<file path="src/rtl/sdr_pkg.sv">
// Constants shared between the SDR SDRAM command FSM and its read-data return path.
package sdr_pkg;
  localparam int SDR_CL2 = 2;
  localparam int SDR_CL3 = 3;
  localparam int SDR_BL2 = 2;
  // Burst-length field value written into the mode register for BL=2.
  localparam logic [2:0] SDR_BL2_ENC = 3'b001;

  typedef logic [1:0] pend_cnt_t;
  localparam pend_cnt_t PEND_MAX = 2'd3;
endpackage

</file>
<file path="src/rtl/sdr_dly_line.sv">
// Single-bit shift register; taps[k] is the input delayed by k+1 clocks.
module sdr_dly_line #(
  parameter int DEPTH = 4
) (
  input  logic             sdram_clk,
  input  logic             sdram_rst_n,
  input  logic             din,
  output logic [DEPTH-1:0] taps
);

  always_ff @(posedge sdram_clk or negedge sdram_rst_n) begin
    if (!sdram_rst_n) taps <= '0;
    else              taps <= {taps[DEPTH-2:0], din};
  end

endmodule

</file>
<file path="src/rtl/sdr_16_rd_capture.sv">
// SDR SDRAM read-return path: tracks RD commands through CAS latency, packs the two
// 16-bit beats of each burst into one 32-bit word and pushes it into the egress FIFO.
import sdr_pkg::*;

module sdr_16_rd_capture #(
  parameter int cl     = 2,
  parameter int rd_dly = 1
) (
  input  logic        sdram_clk,
  input  logic        sdram_rst_n,
  input  logic        cmd_read,
  input  logic [15:0] dq_i,
  input  logic        fifo_full,
  output logic        fifo_we,
  output logic [31:0] fifo_dat,
  output logic        rd_pending,
  input  logic        err_clr,
  output logic        overrun,
  output logic        proto_err
);

  localparam int L      = cl + rd_dly;
  localparam int PIPE_D = L + SDR_BL2 - 1;

  function automatic pend_cnt_t pend_step(input pend_cnt_t c, input logic inc, input logic dec);
    if (inc && !dec) return (c == PEND_MAX) ? c : c + 2'd1;
    if (dec && !inc) return (c == '0) ? c : c - 2'd1;
    return c;
  endfunction

  logic              cmd_read_p0;
  logic              accept;
  logic [PIPE_D-1:0] pipe;
  logic              cap_hi;
  logic              formed;
  logic              push;
  logic              drop;
  logic              sat_ev;
  logic              proto_ev;
  logic [15:0]       hi_p1;
  pend_cnt_t         cnt;
  logic              vld_p2;

  // A pulse directly following another is a protocol error and never enters the pipe.
  assign accept   = cmd_read & ~cmd_read_p0;
  assign cap_hi   = pipe[L-1];
  assign formed   = pipe[L];
  assign push     = formed & ~fifo_full;
  assign drop     = formed & fifo_full;
  assign sat_ev   = accept & ~formed & (cnt == PEND_MAX);
  assign proto_ev = (cmd_read & cmd_read_p0) | sat_ev;

  sdr_dly_line #(.DEPTH(PIPE_D)) u_cmd_dly (
    .sdram_clk   (sdram_clk),
    .sdram_rst_n (sdram_rst_n),
    .din         (accept),
    .taps        (pipe)
  );

  // Stage p1: beat0 held until beat1 arrives
  always_ff @(posedge sdram_clk or negedge sdram_rst_n) begin
    if (!sdram_rst_n)  hi_p1 <= '0;
    else if (cap_hi)   hi_p1 <= dq_i;
  end

  // Stage p2: packed word registered toward the FIFO
  always_ff @(posedge sdram_clk or negedge sdram_rst_n) begin
    if (!sdram_rst_n) fifo_dat <= '0;
    else if (push)    fifo_dat <= {hi_p1, dq_i};
  end

  always_ff @(posedge sdram_clk or negedge sdram_rst_n) begin
    if (!sdram_rst_n) begin
      cmd_read_p0 <= 1'b0;
      cnt         <= '0;
      vld_p2      <= 1'b0;
      fifo_we     <= 1'b0;
      overrun     <= 1'b0;
      proto_err   <= 1'b0;
    end else begin
      cmd_read_p0 <= cmd_read;
      cnt         <= pend_step(cnt, accept, formed);
      vld_p2      <= formed;
      fifo_we     <= push;
      if (drop)         overrun <= 1'b1;
      else if (err_clr) overrun <= 1'b0;
      if (proto_ev)     proto_err <= 1'b1;
      else if (err_clr) proto_err <= 1'b0;
    end
  end

  // The output stage counts as pending so the flag covers the push cycle itself.
  assign rd_pending = (cnt != '0) | (|pipe) | vld_p2;

endmodule

</file>
<file path="config.mk">
export PLATFORM = sky130hd
export DESIGN_NAME = sdr_16_rd_capture
export DESIGN_NICKNAME = d
export VERILOG_FILES = /design/src/rtl/sdr_pkg.sv /design/src/rtl/sdr_dly_line.sv /design/src/rtl/sdr_16_rd_capture.sv
export SDC_FILE = /design/constraint.sdc
export NUM_CORES = 1
export LEC_CHECK = 0
export CORE_AREA = 5 5 74 76
export DETAILED_ROUTE_END_ITERATION = 16
export DIE_AREA = 0 0 79 81
export HOLD_SLACK_MARGIN = 0.02
export PLACE_DENSITY = 0.87
export SYNTH_ARGS = -nofsm -noshare
export SYNTH_HDL_FRONTEND = slang
export SYNTH_SLANG_ARGS = --single-unit
</file>
<file path="constraint.sdc">
create_clock -name sdram_clk -period 2.5 [get_ports sdram_clk]
set_input_delay 0.75 -clock sdram_clk [delete_from_list [all_inputs] [get_ports sdram_clk]]
set_output_delay 0.75 -clock sdram_clk [all_outputs]
set_load 0.05 [all_outputs]
</file>
== Word-level counts from Yosys, hierarchy flattened ==
Cells that the tools add are included.

* Flip-flop bits (word level): 59
* Latch bits: 0
* Memory bits (writable): 0
* ROM bits: 0
* Bits of input ports: 21
* Logic and storage cells: 48
* Memories: 0

* $add $sub $neg: 2
* $mul: 0
* Divide/modulo/power cells: 0
* Order comparisons: 0
* Equal/unequal tests: 2
* Shift-type cells: 0
* Mux-type cells: 12
* Bitwise gates (word level): 12
* Reductions and logical operators: 11

{| class="wikitable"
|+ Operators by type and width
! kind !! count
|-
| $mux W2 || 6
|-
| $reduce_bool A2 Y1 || 4
|-
| $and A1 B1 Y1 || 6
|-
| $mux W1 || 6
|-
| $reduce_or A4 Y1 || 1
|-
| $ne A3 B3 Y1 const B || 1
|-
| $not A1 Y1 || 3
|-
| $or A1 B1 Y1 || 3
|-
| $add A2 B1 Y2 const B || 1
|-
| $eq A2 B2 Y1 const B || 1
|-
| $logic_and A1 B1 Y1 || 2
|-
| $logic_not A1 Y1 || 2
|-
| $logic_not A2 Y1 || 1
|-
| $reduce_and A2 Y1 || 1
|-
| $sub A2 B1 Y2 const B || 1
|}

== Logic depth before layout (Yosys ltp) ==
Gate-level depths: netlist of run 1.

* Depth in word-level cells: 8
* Mapped depth: 6

== Modules after synthesis ==
A second synthesis of run 1 with hierarchy kept.

* Cell total of the unflattened synthesis: 141
* Area, all modules: 2401.1 um^2

{| class="wikitable"
|+ By module, submodules not included
! module !! instances !! cells each !! area each (um^2) !! sequential area each (um^2)
|-
| sdr_16_rd_capture || 1 || 137 || 2301.0 || 1376.3
|-
| sdr_dly_line || 1 || 4 || 100.1 || 100.1
|}

== Least setup slack after synthesis of run 1 ==
OpenSTA, ideal clock, no wires.

* Kind: register to output
* Start: register cnt[0]
* End: output rd_pending
* Data arrival time: 1.242 ns
* Slack: 0.508 ns
* Stages on the path, launching flop included: 5
* Path buffers: 0
* Cells stage by stage: dfrtp_1 inv_1 ha_1 nor4b_1 nand2_1

* Cells in the longest elaborated chain, start to end: 3

{| class="wikitable"
|+ RTL lines
! item !! RTL line !! text
|-
| start: declaration || sdr_16_rd_capture.sv:41 || <nowiki>pend_cnt_t cnt;</nowiki>
|-
| start signal: assignment || sdr_16_rd_capture.sv:82 || <nowiki>cnt <= pend_step(cnt, accept, formed);</nowiki>
|-
| $reduce_bool A2 Y1 || sdr_16_rd_capture.sv:93 || <nowiki>assign rd_pending = (cnt != '0) | (|pipe) | vld_p2;</nowiki>
|-
| $or A1 B1 Y1 (2 in a row) || sdr_16_rd_capture.sv:93 ||
|-
| end: declaration || sdr_16_rd_capture.sv:16 || <nowiki>output logic rd_pending,</nowiki>
|}

No other way between the ends.

== Worst setup path in the final report of run 1 ==
Same ends and word-level chain as after synthesis.

==> metrics.yaml, run 1 <==
clocking:
  cts_resized: 0
  cts_sinks: 59
  cts_hold_buffers: 0
  clock_latency_ns: 0.33
  cts.path.max_buffers: 2
  cts_buffers: 9
  cts_tree: "yes"
  clk_pin_slew_ns: 0.06
  cts_root_buf: "clkbuf_8"
  cts_max_level: 3
  cts_setup_buffers: 0
yosys:
  syn-cell-area_um2: 2410
  postSynthAreaPerCell_um2: 16.9
  ys_types: 21
  synth_nets: 168
  synthTopCellsByArea: "dfrtp_1 (61%), mux2_4 (18%), mux2_2 (8.9%)"
  ys_warn_count: 0
  synth_top_cell_by_area: "dfrtp_1"
  synth_seq_area_share_pct: 61.4
  synth_top_area_share_pct: 61.4
  synth_commonest_cells: "dfrtp_1 (59), mux2_4 (29), mux2_2 (19)"
  synth_cells: 142
  yosysMostFrequentCell: "dfrtp_1"
  synthFlopType: "dfrtp_1"
  synth_edf_count: 0
  synth-seq-cells: 59
  async_flop_share_pct: 100
drt:
  route.vias.total: 1347
  drtIter0Drc: 70
  wirelength_um: 4380
  wl_per_cell_um: 16.6
  drt_first_pass_iters: 2
  via_per_inst: 5.12
  drc_errors: 0
  ant_nets: 0
sta:
  hold_viol: 0
  finalWorstSetupSlack_ns: 0.168
  tns_ns: 0
  fmax_mhz: 429
  finalCriticalPeriod_ns: 2.33
  grt_setup_unrepaired: "no"
  tightest_slew_ns: 0.517
  skew_ns: 0.00738
  max_slew_margin_pct: 65.4
  slew_viol_final: 0
  setup_violations: 0
  finalCritPeriodShare_pct: 93.3
place:
  port-buffer-count: 56
  hpwl_um: 3010
  gp_congestion: 0.672
  dpl_worst_slack_ns: 0.128
layout:
  drive_gt1_share_pct: 33.5
  area_delta_synth_final_pct: 33.7
  fin_nets: 232
  fillers: 330
  finalCoreUtilization_pct: 69.0
  antennaDiodeCount: 0
worst_setup_path:
  critPathMaxFanout: 6
  worstSetupStartpointType: "flip-flop"
  crit_path_end_kind: "output pin"
  cp_slowest_cell: "dfrtp_1"
  critPathMaxStageDelay_ns: 0.45
  cp.arrival_ns: 1.58
  critPathKind: "flip-flop to output pin"
  cp_cell_sequence: "inv_1 > ha_2 > nor4b_2 > nand2_1 > buf_12"
  critPathRequiredTime_ns: 1.75
  path_delay_family: "flip-flops"
  crit_buf_inv: 2
grt:
  globalRouteOverflowTotal: 0
  grt_first_pass_wirelength_um: 7280
  grt_usage_pct: 15.3
  grt_max_degree: 60
  grt_antenna_before_repair: 0
  grt_pass1_vias: 1464
die:
  rows: 25
  io_pins: 57
  die_h_um: 81
  die-area_um2: 6400
  start_util_pct: 51.6
  coreArea_um2: 4660
  dieWidth_um: 79
outcome:
  status: "finished, final reports clean"
power:
  power_density_nw_per_um2: 1010
  total_power_mw: 3.25
  leakage_nw: 1.52
  ir_worst_vdd_mv: 0.488
job:
  cap_violations: 0
hold_path:
  hp-class: "flip-flop to flip-flop"
-- report_power, final --
part / switching [mW] / internal (mW)
Clock: 0.337 / 0.529
Sequential: 0.115 / 1.14
Combinational: 0.648 / 0.481
Total: 1.10 / 2.15
-- placed cells by master (no fill, tap or decap), types with 2 or more instances in the layout --
| cell type | Yosys | final |
|---|---|---|
| mux2_4 | 29 | 29 |
| nand2b_1 | 3 | 2 |
| clkdlybuf4s50_1 | 0 | 54 |
| inv_1 | 7 | 7 |
| buf_12 | 3 | 3 |
| nand2_1 | 2 | 2 |
| ha_1 | 5 | 4 |
| clkbuf_8 | 0 | 12 |
| dfrtp_1 | 59 | 59 |
| mux2_2 | 19 | 19 |
| o21ai_0 | 2 | 2 |
-- state kept, by name, summed over array words and instances, names as in the netlist --
signal / flops
fifo_dat: 32
u_cmd_dly.taps: 4
overrun: 1
hi_p1: 16
cnt: 2
cmd_read_p0: 1
vld_p2: 1
fifo_we: 1
proto_err: 1
-- path summary, 6_finish.rpt --
| check | from | endpoint | slack (ns) | cells after the start |
|---|---|---|---|---|
| worst min register to register | u_cmd_dly.taps[1]$_DFF_PN0_ | u_cmd_dly.taps[2]$_DFF_PN0_ | 0.40 | 0 |
| worst max-delay path | cnt[0]$_DFFE_PN0P_ | rd_pending | 0.17 | 5 |
| worst min-delay path | u_cmd_dly.taps[1]$_DFF_PN0_ | u_cmd_dly.taps[2]$_DFF_PN0_ | 0.40 | 0 |
| worst max register to register | cmd_read_p0$_DFF_PN0_ | cnt[0]$_DFFE_PN0P_ | 0.95 | 5 |
| max in group asynchronous | sdram_rst_n | u_cmd_dly.taps[1]$_DFF_PN0_ | 1.83 | 2 |
| min in group asynchronous | sdram_rst_n | fifo_dat[26]$_DFFE_PN0P_ | 0.41 | 2 |
-- layer usage --
layer | routed length [um] | vias up | global-route usage (%)
li1 | - | 628 | -
met1 | 2010 | 663 | 19.1
met2 | 2060 | 48 | 23.5
met3 | 252 | 8 | 5.43
met4 | 48 | 0 | 7.73
met5 | 0 | - | 0
-- area by class of cell --
type	instances	area, um^2	share of cell area, %
Sequential cell	59	1480	45.9
Multi-Input combinational cell	70	833	25.9
Timing Repair Buffer	59	613	19.1
Clock buffer	12	165	5.13
Tap cell	54	67.6	2.10
Clock inverter	2	35.0	1.09
Inverter	7	26.3	0.817
-- cells by family (layout without fill, tap and decap cells) --
logic type,after synthesis,after routing,synth area share (%)
multiplexers,48,48,27.0
AO/OA/AOI/OAI,8,8,2.34
AND/OR/NAND/NOR,9,9,2.24
buffers and inverters,13,80,4.47
adder cells (fa/ha/maj),5,5,2.60
flip-flops,59,59,61.4
-- through the flow --
step / instance area [um^2] / hold WS, ns / instances
CTS: 3210 / 0.379 / 263
global placement: 3010 / 0.363 / 249
finish: 3220 / 0.395 / 263
global route: 3220 / 0.411 / 263
floorplan: 2410 / 0.349 / 142
detailed placement: 3010 / 0.367 / 249
No activity file was read; power rests on OpenSTA's default activity.
==> run 2: changes to the inputs <==
--- a/config.mk
+++ b/config.mk
@@ -5,11 +5,13 @@
 export SDC_FILE = /design/constraint.sdc
 export NUM_CORES = 1
 export LEC_CHECK = 0
-export CORE_AREA = 5 5 74 76
+export CELL_PAD_IN_SITES_DETAIL_PLACEMENT = 0
+export CELL_PAD_IN_SITES_GLOBAL_PLACEMENT = 1
+export CORE_AREA = 5 5 80 82
 export DETAILED_ROUTE_END_ITERATION = 16
-export DIE_AREA = 0 0 79 81
+export DIE_AREA = 0 0 85 87
 export HOLD_SLACK_MARGIN = 0.02
-export PLACE_DENSITY = 0.87
+export PLACE_DENSITY = 0.88
 export SYNTH_ARGS = -nofsm -noshare
 export SYNTH_HDL_FRONTEND = slang
 export SYNTH_SLANG_ARGS = --single-unit
==> run 2 against run 1 <==
Setup slack got worse by 0.071 ns. Total power grew 3.0%. Non-clock buffer count up 1. Critical endpoint unchanged.
==> metrics.yaml, run 2 (synthesis gave the netlist of run 1 again) <==
outcome:
  status: "finished, final reports clean"
clocking:
  cts_buffers: 9  # unchanged
  cts_hold_buffers: 0  # unchanged
  cts_root_buf: "clkbuf_8"
  cts_max_level: 3  # unchanged
  cts_sinks: 59  # unchanged
  clock_latency_ns: 0.33  # about the same
  clk_pin_slew_ns: 0.06  # about the same
  cts_setup_buffers: 0  # unchanged
  cts_tree: "yes"
  cts.path.max_buffers: 2  # unchanged
die:
  rows: 28  # +12%
  start_util_pct: 42.4  # -9.2 points
  die-area_um2: 7400  # +16%
  dieWidth_um: 85  # +7.6%
  io_pins: 57  # unchanged
  coreArea_um2: 5680  # +22%
  die_h_um: 87  # +7.4%
place:
  port-buffer-count: 56  # unchanged
  gp_congestion: 0.701  # +4.3%
  hpwl_um: 3030  # +0.78%
  dpl_worst_slack_ns: 0.165  # +0.0375 ns
  place_inst: 271  # +8.8%
drt:
  drc_errors: 0  # unchanged
  route.vias.total: 1324  # -1.7%
  drt_first_pass_iters: 4  # +2
  wirelength_um: 4290  # -1.9%
  via_per_inst: 4.61  # -9.9%
  drtIter0Drc: 59  # -16%
  wl_per_cell_um: 15.0  # -10%
  ant_nets: 0  # unchanged
sta:
  setup_violations: 0  # unchanged
  finalCriticalPeriod_ns: 2.40  # +0.0713 ns
  skew_ns: 0.00864  # +0.00126 ns
  grt_setup_unrepaired: "no"
  finalWorstSetupSlack_ns: 0.0969  # -0.0713 ns
  fmax_mhz: 416  # -3.0%
  hold_viol: 0  # unchanged
  slew_viol_final: 0  # unchanged
  finalCritPeriodShare_pct: 96.1  # +2.9 points
  tightest_slew_ns: 0.562  # +0.0449 ns
  max_slew_margin_pct: 62.6  # -2.9 points
  tns_ns: 0  # unchanged
  timing.hold.ws_ns: 0.403  # +0.00841 ns
worst_setup_path:
  reg2reg_depth: 5  # unchanged
  critPathKind: "flip-flop to output pin"
  rr_startpoint: "cmd_read_p0$_DFF_PN0_"
  cp.arrival_ns: 1.65  # +0.07 ns
  r2r-end: "cnt[0]$_DFFE_PN0P_"
  critPathRequiredTime_ns: 1.75  # about the same
  crit_path_end_kind: "output pin"
  worstSetupStartpointType: "flip-flop"
  critPathMaxFanout: 6  # unchanged
  rrSetupSlack_ns: 0.96  # about the same
power:
  power_density_nw_per_um2: 1020  # +1.2%
  ir_worst_vdd_mv: 0.533  # +9.3%
  leakage_nw: 1.53  # +0.97%
layout:
  reg.largest.list: "fifo_dat x32, hi_p1 x16, u_cmd_dly.taps x4"
  area_delta_synth_final_pct: 36.1
  top_register: "fifo_dat"
  antennaDiodeCount: 0  # unchanged
  final_common_cell: "dfrtp_1"
  drive_gt1_share_pct: 33.5  # about the same
  fin_cells: 287  # +9.1%
  fin_nets: 233  # +0.43%
  layout_common_cells: "dfrtp_1 (59), clkdlybuf4s50_1 (54), mux2_4 (29)"
  largest_reg_flops: 32  # unchanged
grt:
  grt_antenna_before_repair: 0  # unchanged
  grt_max_degree: 34  # -43%
  grt_usage_pct: 13.0  # -2.3 points
  globalRouteOverflowTotal: 0  # unchanged
  grt_pass1_vias: 1455  # -0.61%
  grt_first_pass_wirelength_um: 7290  # +0.19%
hold_path:
  hp-class: "input pin to asynchronous set/reset pin"
job:
  cap_violations: 0  # unchanged
run 2: cell types whose count changed in the layout (fill, tap and decap cells not counted):
cell,before,now
ha_1,4,5
bufinv_16,1,2
clkbuf_8,12,11
clkbuf_1,0,1
buf_4,1,2
ha_2,1,0
clkinvlp_4,0,1
run 2: worst max-delay path by stage:
| stage | startpoint | to | slack (ns) | depth (start not counted) |
|---|---|---|---|---|
| after floorplan | cnt[0]$_DFFE_PN0P_ | rd_pending | 0.51 | 4 |
| after global placement | cmd_read | cnt[0]$_DFFE_PN0P_ | 0.21 | 6 |
| after detailed placement | cmd_read | cnt[0]$_DFFE_PN0P_ | 0.17 | 6 |
| after CTS | cnt[0]$_DFFE_PN0P_ | rd_pending | 0.003 | 5 |
| after global routing | cnt[0]$_DFFE_PN0P_ | rd_pending | 0.005 | 5 |
| final | cnt[0]$_DFFE_PN0P_ | rd_pending | 0.1 | 5 |
run 2: metal layers:
layer | vias up | global-route usage, % | part of all wire [%]
li1 | 628 | - | -
met1 | 636 | 16.9 | 47
met2 | 49 | 18.3 | 43
met3 | 11 | 5.20 | 7.3
met4 | 0 | 7.34 | 2.3
met5 | - | 0 | 0
run 2: cell type report:
class                      instances  area (um^2)
inverter                           7         26.3
clock inverter                     4         72.6
clock buffer                      12          155
fill                             457         2400
sequential                        59         1480
timing repair buffer              60          621
tap                               75         93.8
multi-input combinational         70          831
run 2: stage by stage:
stage          total power, mW  area [um^2]  utilization (%)
3_5_place_dp              2.39         3040             53.6
4_1_cts                   3.38         3270             57.6
6_report                  3.35         3280             57.7
5_1_grt                   3.50         3280             57.7
3_3_place_gp              2.37         3040             53.6
2_1_floorplan             2.00         2410                -
run 2: worst max-delay path: stages, from the launching register on:
cell and delay (ns):
dfrtp_1 0.44, inv_1 0.08, ha_1 0.26, nor4b_2 0.24, nand2_1 0.14, buf_12 0.17
run 2: repair_timing:
| action | in CTS | in global routing |
|---|---|---|
| gates resized for setup | 0 | 1 |
| endpoints found under the hold margin | 0 | 0 |
| setup endpoints to repair | 0 | 1 |
run 2: where the power goes:
| group | switching (mW) | leakage (nW) | internal, mW |
|---|---|---|---|
| sequential | 0.113 | 0.705 | 1.14 |
| combinational | 0.640 | 0.713 | 0.478 |
| clock | 0.362 | 0.113 | 0.614 |
==> run 3: changes to the inputs <==
==> config.mk (replaced) <==
export PLATFORM = sky130hd
export DESIGN_NAME = sdr_16_rd_capture
export DESIGN_NICKNAME = d
export VERILOG_FILES = /design/src/rtl/sdr_pkg.sv /design/src/rtl/sdr_dly_line.sv /design/src/rtl/sdr_16_rd_capture.sv
export SDC_FILE = /design/constraint.sdc
export NUM_CORES = 1
export LEC_CHECK = 0
export CORE_AREA = 5 5 74 76
export DETAILED_ROUTE_END_ITERATION = 16
export DIE_AREA = 0 0 79 81
export HOLD_SLACK_MARGIN = 0.02
export PLACE_DENSITY = 0.87
export SYNTH_ARGS = -nofsm -noshare
export SYNTH_HDL_FRONTEND = slang
export SYNTH_SLANG_ARGS = --single-unit
==> results of run 3 <==
Final layout, timing and power as in run 1 (identical DEF).
